===== config.mk =====
export PLATFORM = sky130hd
export DESIGN_NAME = updown_count_sched_flat
export DESIGN_NICKNAME = d
export VERILOG_FILES = /design/src/rtl/updown_count_sched_if.sv /design/src/rtl/updown_count_sched.sv /design/src/flat_wrapper.sv
export SDC_FILE = /design/constraint.sdc
export NUM_CORES = 1
export LEC_CHECK = 0
export ABC_AREA = 1
export CAP_MARGIN = 20
export CORE_ASPECT_RATIO = 0.9
export CORE_UTILIZATION = 35
export DETAILED_ROUTE_END_ITERATION = 8
export GPL_TIMING_DRIVEN = 0
export PLACE_DENSITY_LB_ADDON = 0.1
export SKIP_CTS_REPAIR_TIMING = 1
export SYNTH_ARGS = -nofsm -noshare
export SYNTH_HDL_FRONTEND = slang
export SYNTH_SLANG_ARGS = --single-unit

===== constraint.sdc =====
create_clock -name clock -period 3.8 [get_ports clock]
set_input_delay 0.76 -clock clock [delete_from_list [all_inputs] [get_ports clock]]
set_output_delay 0.76 -clock clock [all_outputs]
set_load 0.05 [all_outputs]

===== src/rtl/updown_count_sched_if.sv =====
// Request/grant and count bus between two step-generating requesters and
// the shared up/down counter scheduler.
interface updown_count_sched_if #(
    parameter int WIDTH = 3,
    parameter int LEN_W = 3
);
    logic             req0;
    logic             dir0;
    logic [LEN_W-1:0] len0;
    logic             req1;
    logic             dir1;
    logic [LEN_W-1:0] len1;
    logic             hold;
    logic             gnt0;
    logic             gnt1;
    logic             done0;
    logic             done1;
    logic             busy;
    logic             owner;
    logic [WIDTH-1:0] q;

    modport master (
        output req0, dir0, len0, req1, dir1, len1, hold,
        input  gnt0, gnt1, done0, done1, busy, owner, q
    );

    modport slave (
        input  req0, dir0, len0, req1, dir1, len1, hold,
        output gnt0, gnt1, done0, done1, busy, owner, q
    );
endinterface


===== src/rtl/updown_count_sched.sv =====
// Round-robin arbiter sharing one mod-2^WIDTH up/down counter between two
// requesters; each grant runs a burst of len+1 steps, then releases it.
module updown_count_sched #(
    parameter int WIDTH     = 3,
    parameter int RESET_VAL = 7,
    parameter int LEN_W     = 3
) (
    input  logic                 clock,
    input  logic                 reset,
    updown_count_sched_if.slave  bus
);
    typedef enum logic [1:0] {
        ST_IDLE = 2'd0,
        ST_RUN  = 2'd1,
        ST_DONE = 2'd2
    } state_t;

    localparam logic [WIDTH-1:0] ONE_W  = WIDTH'(1);
    localparam logic [WIDTH-1:0] INIT_W = WIDTH'(RESET_VAL);
    localparam logic [LEN_W-1:0] ONE_L  = LEN_W'(1);
    localparam logic [LEN_W-1:0] ZERO_L = LEN_W'(0);

    state_t           state_q, state_d;
    logic [WIDTH-1:0] count_q, count_d;
    logic [LEN_W-1:0] rem_q, rem_d;
    logic             dir_q, dir_d;
    logic             owner_q, owner_d;
    logic             last_q, last_d;
    logic             gnt0_q, gnt0_d;
    logic             gnt1_q, gnt1_d;
    logic             done0_q, done0_d;
    logic             done1_q, done1_d;
    logic             busy_q, busy_d;
    logic             win_s;

    // Next-state and registered-output logic
    always_comb begin
        state_d = state_q;
        count_d = count_q;
        rem_d   = rem_q;
        dir_d   = dir_q;
        owner_d = owner_q;
        last_d  = last_q;
        gnt0_d  = 1'b0;
        gnt1_d  = 1'b0;
        done0_d = 1'b0;
        done1_d = 1'b0;
        busy_d  = busy_q;
        win_s   = 1'b0;
        case (state_q)
            ST_IDLE: begin
                // On a tie the requester that did not own the last burst wins
                if (bus.req0 && bus.req1) begin
                    win_s = ~last_q;
                end else begin
                    win_s = bus.req1;
                end
                if (bus.req0 || bus.req1) begin
                    owner_d = win_s;
                    dir_d   = win_s ? bus.dir1 : bus.dir0;
                    rem_d   = win_s ? bus.len1 : bus.len0;
                    gnt0_d  = ~win_s;
                    gnt1_d  = win_s;
                    busy_d  = 1'b1;
                    state_d = ST_RUN;
                end else begin
                    busy_d  = 1'b0;
                end
            end
            ST_RUN: begin
                if (!bus.hold) begin
                    count_d = dir_q ? (count_q - ONE_W) : (count_q + ONE_W);
                    if (rem_q == ZERO_L) begin
                        state_d = ST_DONE;
                        done0_d = ~owner_q;
                        done1_d = owner_q;
                    end else begin
                        rem_d = rem_q - ONE_L;
                    end
                end else begin
                    count_d = count_q;
                    rem_d   = rem_q;
                end
            end
            ST_DONE: begin
                last_d  = owner_q;
                busy_d  = 1'b0;
                state_d = ST_IDLE;
            end
            default: begin
                busy_d  = 1'b0;
                state_d = ST_IDLE;
            end
        endcase
    end

    // State and output registers with synchronous reset
    always_ff @(posedge clock) begin
        if (reset) begin
            state_q <= ST_IDLE;
            count_q <= INIT_W;
            rem_q   <= ZERO_L;
            dir_q   <= 1'b0;
            owner_q <= 1'b0;
            last_q  <= 1'b1;
            gnt0_q  <= 1'b0;
            gnt1_q  <= 1'b0;
            done0_q <= 1'b0;
            done1_q <= 1'b0;
            busy_q  <= 1'b0;
        end else begin
            state_q <= state_d;
            count_q <= count_d;
            rem_q   <= rem_d;
            dir_q   <= dir_d;
            owner_q <= owner_d;
            last_q  <= last_d;
            gnt0_q  <= gnt0_d;
            gnt1_q  <= gnt1_d;
            done0_q <= done0_d;
            done1_q <= done1_d;
            busy_q  <= busy_d;
        end
    end

    assign bus.gnt0  = gnt0_q;
    assign bus.gnt1  = gnt1_q;
    assign bus.done0 = done0_q;
    assign bus.done1 = done1_q;
    assign bus.busy  = busy_q;
    assign bus.owner = owner_q;
    assign bus.q     = count_q;
endmodule


===== src/flat_wrapper.sv =====
// flat-port wrapper written by rule: the top's interface ports become plain ports
module updown_count_sched_flat 
#(
    parameter int WIDTH     = 3,
    parameter int RESET_VAL = 7,
    parameter int LEN_W     = 3
)
  (clock, reset, bus_req0, bus_dir0, bus_len0, bus_req1, bus_dir1, bus_len1, bus_hold, bus_gnt0, bus_gnt1, bus_done0, bus_done1, bus_busy, bus_owner, bus_q);
  updown_count_sched_if #(.WIDTH(WIDTH), .LEN_W(LEN_W)) bus_i ();
  input  logic clock;
  input  logic reset;
  input wire logic [$bits(bus_i.req0)-1:0] bus_req0;
  input wire logic [$bits(bus_i.dir0)-1:0] bus_dir0;
  input wire logic [$bits(bus_i.len0)-1:0] bus_len0;
  input wire logic [$bits(bus_i.req1)-1:0] bus_req1;
  input wire logic [$bits(bus_i.dir1)-1:0] bus_dir1;
  input wire logic [$bits(bus_i.len1)-1:0] bus_len1;
  input wire logic [$bits(bus_i.hold)-1:0] bus_hold;
  output wire logic [$bits(bus_i.gnt0)-1:0] bus_gnt0;
  output wire logic [$bits(bus_i.gnt1)-1:0] bus_gnt1;
  output wire logic [$bits(bus_i.done0)-1:0] bus_done0;
  output wire logic [$bits(bus_i.done1)-1:0] bus_done1;
  output wire logic [$bits(bus_i.busy)-1:0] bus_busy;
  output wire logic [$bits(bus_i.owner)-1:0] bus_owner;
  output wire logic [$bits(bus_i.q)-1:0] bus_q;
  assign bus_i.req0 = bus_req0;
  assign bus_i.dir0 = bus_dir0;
  assign bus_i.len0 = bus_len0;
  assign bus_i.req1 = bus_req1;
  assign bus_i.dir1 = bus_dir1;
  assign bus_i.len1 = bus_len1;
  assign bus_i.hold = bus_hold;
  assign bus_gnt0 = bus_i.gnt0;
  assign bus_gnt1 = bus_i.gnt1;
  assign bus_done0 = bus_i.done0;
  assign bus_done1 = bus_i.done1;
  assign bus_busy = bus_i.busy;
  assign bus_owner = bus_i.owner;
  assign bus_q = bus_i.q;
  updown_count_sched #(.WIDTH(WIDTH), .RESET_VAL(RESET_VAL), .LEN_W(LEN_W)) u_core (.clock(clock), .reset(reset), .bus(bus_i));
endmodule

Yosys cells after proc, flatten, opt, wreduce, memory -nomap -nowiden
Cells that the tools add are included.

Add/sub/neg operators: 3. Multipliers: 0. Divide/modulo/power cells: 0. Magnitude comparators: 0. Eq/ne operators: 6. Shift-type cells: 0. Muxes and demuxes: 15. Bitwise operators: 8. Reductions and logical operators: 11.

Operators with widths (count): $mux W3 (5); $not A1 Y1 (8); $mux W2 (3); $pmux W3 S2 (1); $sub A3 B1 Y3 const B (2); $mux W1 (4); $ne A2 B1 Y1 const B (2); $ne A2 B2 Y1 const B (2); $pmux W2 S2 (1); $reduce_and A2 Y1 (2); $reduce_and A4 Y1 (1); $reduce_or A4 Y1 (1); $add A3 B1 Y3 const B (1); $logic_not A3 Y1 (1); $reduce_and A3 Y1 (1); $reduce_or A3 Y1 (1); $eq A2 B1 Y1 const B (1); $eq A2 B2 Y1 const B (1); $logic_not A2 Y1 (1); $pmux W1 S2 (1); $reduce_bool A2 Y1 (1); $logic_and A1 B1 Y1 (1); $logic_or A1 B1 Y1 (1).

Register bits: 16. Latch bits: 0. RAM bits: 0. Memory bits (read-only): 0. Output and inout bits: 9. Memories: 0.

Depth between registers and ports, before layout
Depth in word-level cells: 6. Depth in mapped cells: 9. Gate-level depth less buffers: 9.

Least setup slack after synthesis
No wires, ideal clock.

Path kind: register to register. Start: register u_core.count_q[0], in the netlist u_core.bus.q[0]. End: register u_core.count_q[2], in the netlist u_core.bus.q[2]. Setup time: 0.123 ns. Arrival: 1.550 ns. Setup slack: 2.128 ns. Stages on the path, launching flop included: 7. Clock period less this slack: 1.672 ns. Cell sequence: dfxtp_1 -> inv_1 -> fa_1 -> xnor2_1 -> nand2_1 -> nand2_1 -> nand3_1.

Longest elaborated chain between the ends: 2. Elaborated cells between the ends (all ways): 3. Classes of those cells: add/sub (2); mux (1).

Ends and longest elaborated chain: from (decl) (RTL line updown_count_sched.sv:24) `logic [WIDTH-1:0] count_q, count_d;`; from (signal assigned) (RTL line updown_count_sched.sv:113) `count_q <= count_d;`; $add A3 B1 Y3 / $sub A3 B1 Y3 (equally long branches) (RTL line updown_count_sched.sv:72) `count_d = dir_q ? (count_q - ONE_W) : (count_q + ONE_W);`; $mux W3 * (RTL line updown_count_sched.sv:72).

Mark *: on every way between the ends. The rest lies on a longest branch, timed or not. A chain may end at the register's enable or synchronous reset.

Final worst setup path
Start: register u_core.owner_q, in the netlist u_core.bus.owner. End: output bus_owner.

RTL lines: from (decl) (RTL line updown_count_sched.sv:27) `logic owner_q, owner_d;`; from (signal assigned) (RTL line updown_count_sched.sv:116) `owner_q <= owner_d;`; to (decl) (RTL line flat_wrapper.sv:24) `output wire logic [$bits(bus_i.owner)-1:0] bus_owner;`.

No word-level cell between the ends.

==> summary.md <==
| Metric | Value |
|---|---|
| Final Worst Setup Slack | `about 1.5 ns` |
| Cell area after synthesis | `approximately 800 µm²` |
| Drt pass-1 iters | `4` |
| Clk slew on worst S/H paths | `around 0.1 ns` |
| Synthesized instance count | `~120` |
| CP Buf/Inv Count | `1` |
| RSZ-0062 raised after global routing | `no` |
| Slowest-stage cell, CP | `clkdlybuf4s50_1` |
| Io pins | `22` |
| Gr ovfl total | `0` |
| Final setup TNS | `0 ns` |
| CP arrival | `about 1.5 ns` |
| Pin count of the biggest net entering global routing | `11` |
| Post-Layout Cell Count | `around 170` |
| Root Buffer | `clkbuf_4` |
| Cell family with most CP delay | `buffers and inverters` |
| Final setup viols | `0` |
| Seq/Total Area, Yosys | `0.3920` |
| CTS tree | `yes` |
| GR Util All Layers | `0.1510` |
| #FFs+latches synth | `16` |
| Initial Util | `0.3744` |
| Sink Count | `16` |
| Nets@finish | `about 160` |
| Crit path capture type | `primary output` |
| PortBufs | `20` |
| Worst endpoint required time | `between 3 and 4 ns` |
| CTS Buffer Depth | `2` |
| Net Count, Synth | `roughly 140` |
| Storage cell area | `between 300 and 400 µm²` |
| Syn-to-layout area delta | `33.08%` |
| Post-route ant nets | `0` |
| Worst Skew | `~0.0021 ns` |
| Placed insts | `168` |
| Wirelength per Cell | `roughly 9.8 µm` |
| Post-synthesis area per instance | `a little under 7 µm²` |
| Final HPWL DP | `1.276 mm` |
| Vias per inst | `approximately 4.7` |
| Hold depth | `2` |
| H-tree level count | `1` |
| Tightest Pin Transition | `approximately 0.5 ns` |
| Area of the multi-input gates | `roughly 400 µm²` |
| Fin Hold WS | `between 0.4 and 0.5 ns` |
| TritonCTS buffer count | `3` |
| Routed WL | `~1.7 mm` |
| # diodes | `0` |
| Startpoint Class | `flip-flop` |
| Die Span X | `around 53 µm` |
| Core area | `approximately 2200 µm²` |
| Clock latency on the worst-skew pair | `0.29 ns` |
| FF-to-FF Start | `u_core.bus.q[0]` |
| CP max stage delay | `just over 0.8 ns` |
| Most frequent cells in the layout | `31 x nand2_1, 23 x inv_1, 20 x clkdlybuf4s50_1, 16 x dfxtp_1, 15 x nor2_1` |
| Post-route DRC | `0` |
| Die Y | `around 48 µm` |
| Max_cap viols | `0` |
| Yosys cell types | `17` |
| Pins Over Slew Limit | `0` |
| Fill cell count | `approximately 230` |
| Vias | `802` |
| Pwr per Cell Area | `roughly 540 nW/µm²` |
| Antenna violations before repair | `0` |
| Min Tclk post-route | `approximately 2.3 ns` |
| Critical path class | `flip-flop to primary output` |
| Outcome | `finished clean` |
| Rel. slew slack | `0.6668` |
| Layout Utilization | `0.4983` |
| Flop-to-flop setup slack | `2.43 ns` |
| Hold Path End | `u_core.bus.busy` |
| Layout cell share with drive strength beyond 1 | `0.05517` |
| Yosys warning count | `0` |
| First-pass GRT wire length | `between 2 and 3 mm` |
| Max Fclk | `about 440 MHz` |
| Commonest non-fill, non-tap cell in the layout | `nand2_1` |
| Place WS | `1.696 ns` |
| Hold_sp | `u_core.bus.busy` |
| Row cnt | `16` |
| Vias in the first global route | `about 630` |
| Pleak | `0.5523 nW` |
| Path type of the worst min-delay path | `flip-flop to flip-flop` |
| Crit path cell chain | `clkdlybuf4s50_1` |
| DRT iter0 DRCs | `20` |
| Maximum vdd drop | `about 460 µV` |
| Period utilisation layout | `0.6034` |
| RR Endpoint | `u_core.bus.q[2]` |
| Worst-path maximum fanout | `5` |
| Worst reg2reg path depth | `6` |
| Final Hold Vio Count | `0` |
| Final Wtd Congestion | `around 0.77` |
| Die area | `between 2000 and 3000 µm²` |
[layout make-up]
type,instances,share of cell area
Buffer,1,0.006905
Clock buffer,4,0.03337
Inverter,24,0.08285
Multi-Input combinational cell,80,0.3671
Sequential cell,16,0.2946
Tap cell,27,0.03107
Timing Repair Buffer,20,0.1841
[where the power goes]
group          leakage, nW  internal, mW  total (mW)  switching (mW)
combinational        0.400        0.0895       0.246           0.156
sequential           0.132         0.197       0.217          0.0202
clock               0.0210        0.0584       0.119          0.0605
[state kept, by name, summed over array words and instances (netlist names)]
signal and flops:
u_core.bus.q 3, u_core.rem_q 3, u_core.state_q 2, u_core.bus.busy 1, u_core.bus.done0 1, u_core.bus.done1 1, u_core.bus.gnt0 1, u_core.bus.gnt1 1
u_core.bus.owner 1, u_core.dir_q 1, u_core.last_q 1
[per-layer routing]
| metal | track usage | vias to the layer above | share of wire |
|---|---|---|---|
| met5 | 0 | - | 0 |
| met2 | 0.2506 | 16 | 0.48 |
| met4 | 0.04737 | 0 | 0.0077 |
| met1 | 0.1758 | 366 | 0.46 |
| met3 | 0.06984 | 2 | 0.054 |
| li1 | - | 418 | - |
[Yosys cell counts, drive strengths merged]
cell type,count,area [µm²]
buf,1,7.510
nand3b,2,15.01
ha,2,25.02
dfxtp,16,320.3
a21oi,5,25.02
nor3,1,5.000
xnor2,1,8.760
nand3,15,80.08
nand2,32,127.6
o21ai,5,25.02
inv,23,86.33
nor2,16,67.56
clkinv,1,3.750
fa,1,20.02
[cells by family (layout without fill, tap and decap cells)]
group / count (synthesis) / in the layout / synth area share
flip-flops: 16 / 16 / 0.3920
AND/OR/NAND/NOR: 66 / 66 / 0.3614
AO/OA/AOI/OAI: 10 / 10 / 0.06125
XOR/XNOR: 1 / 1 / 0.01072
buffers and inverters: 25 / 49 / 0.1194
adder cells (fa/ha/maj): 3 / 3 / 0.05513
[worst max-delay path by stage]
stage | start | to | cells after the start
final | u_core.bus.owner | bus_owner | 1
after global routing | u_core.bus.owner | bus_owner | 1
after CTS | u_core.bus.owner | bus_owner | 1
after detailed placement | reset | u_core.state_q[0] | 4
after global placement | reset | u_core.state_q[0] | 4
after floorplan | u_core.bus.q[0] | u_core.bus.q[2] | 6
[through the flow]
stage          area (µm²)  power (mW)
2_1_floorplan       817.0      0.4007
3_3_place_gp         1051      0.4616
3_5_place_dp         1051      0.4666
4_1_cts              1087      0.5866
5_1_grt              1087      0.6320
6_report             1087      0.5818
(Power assumes the default switching activity.)
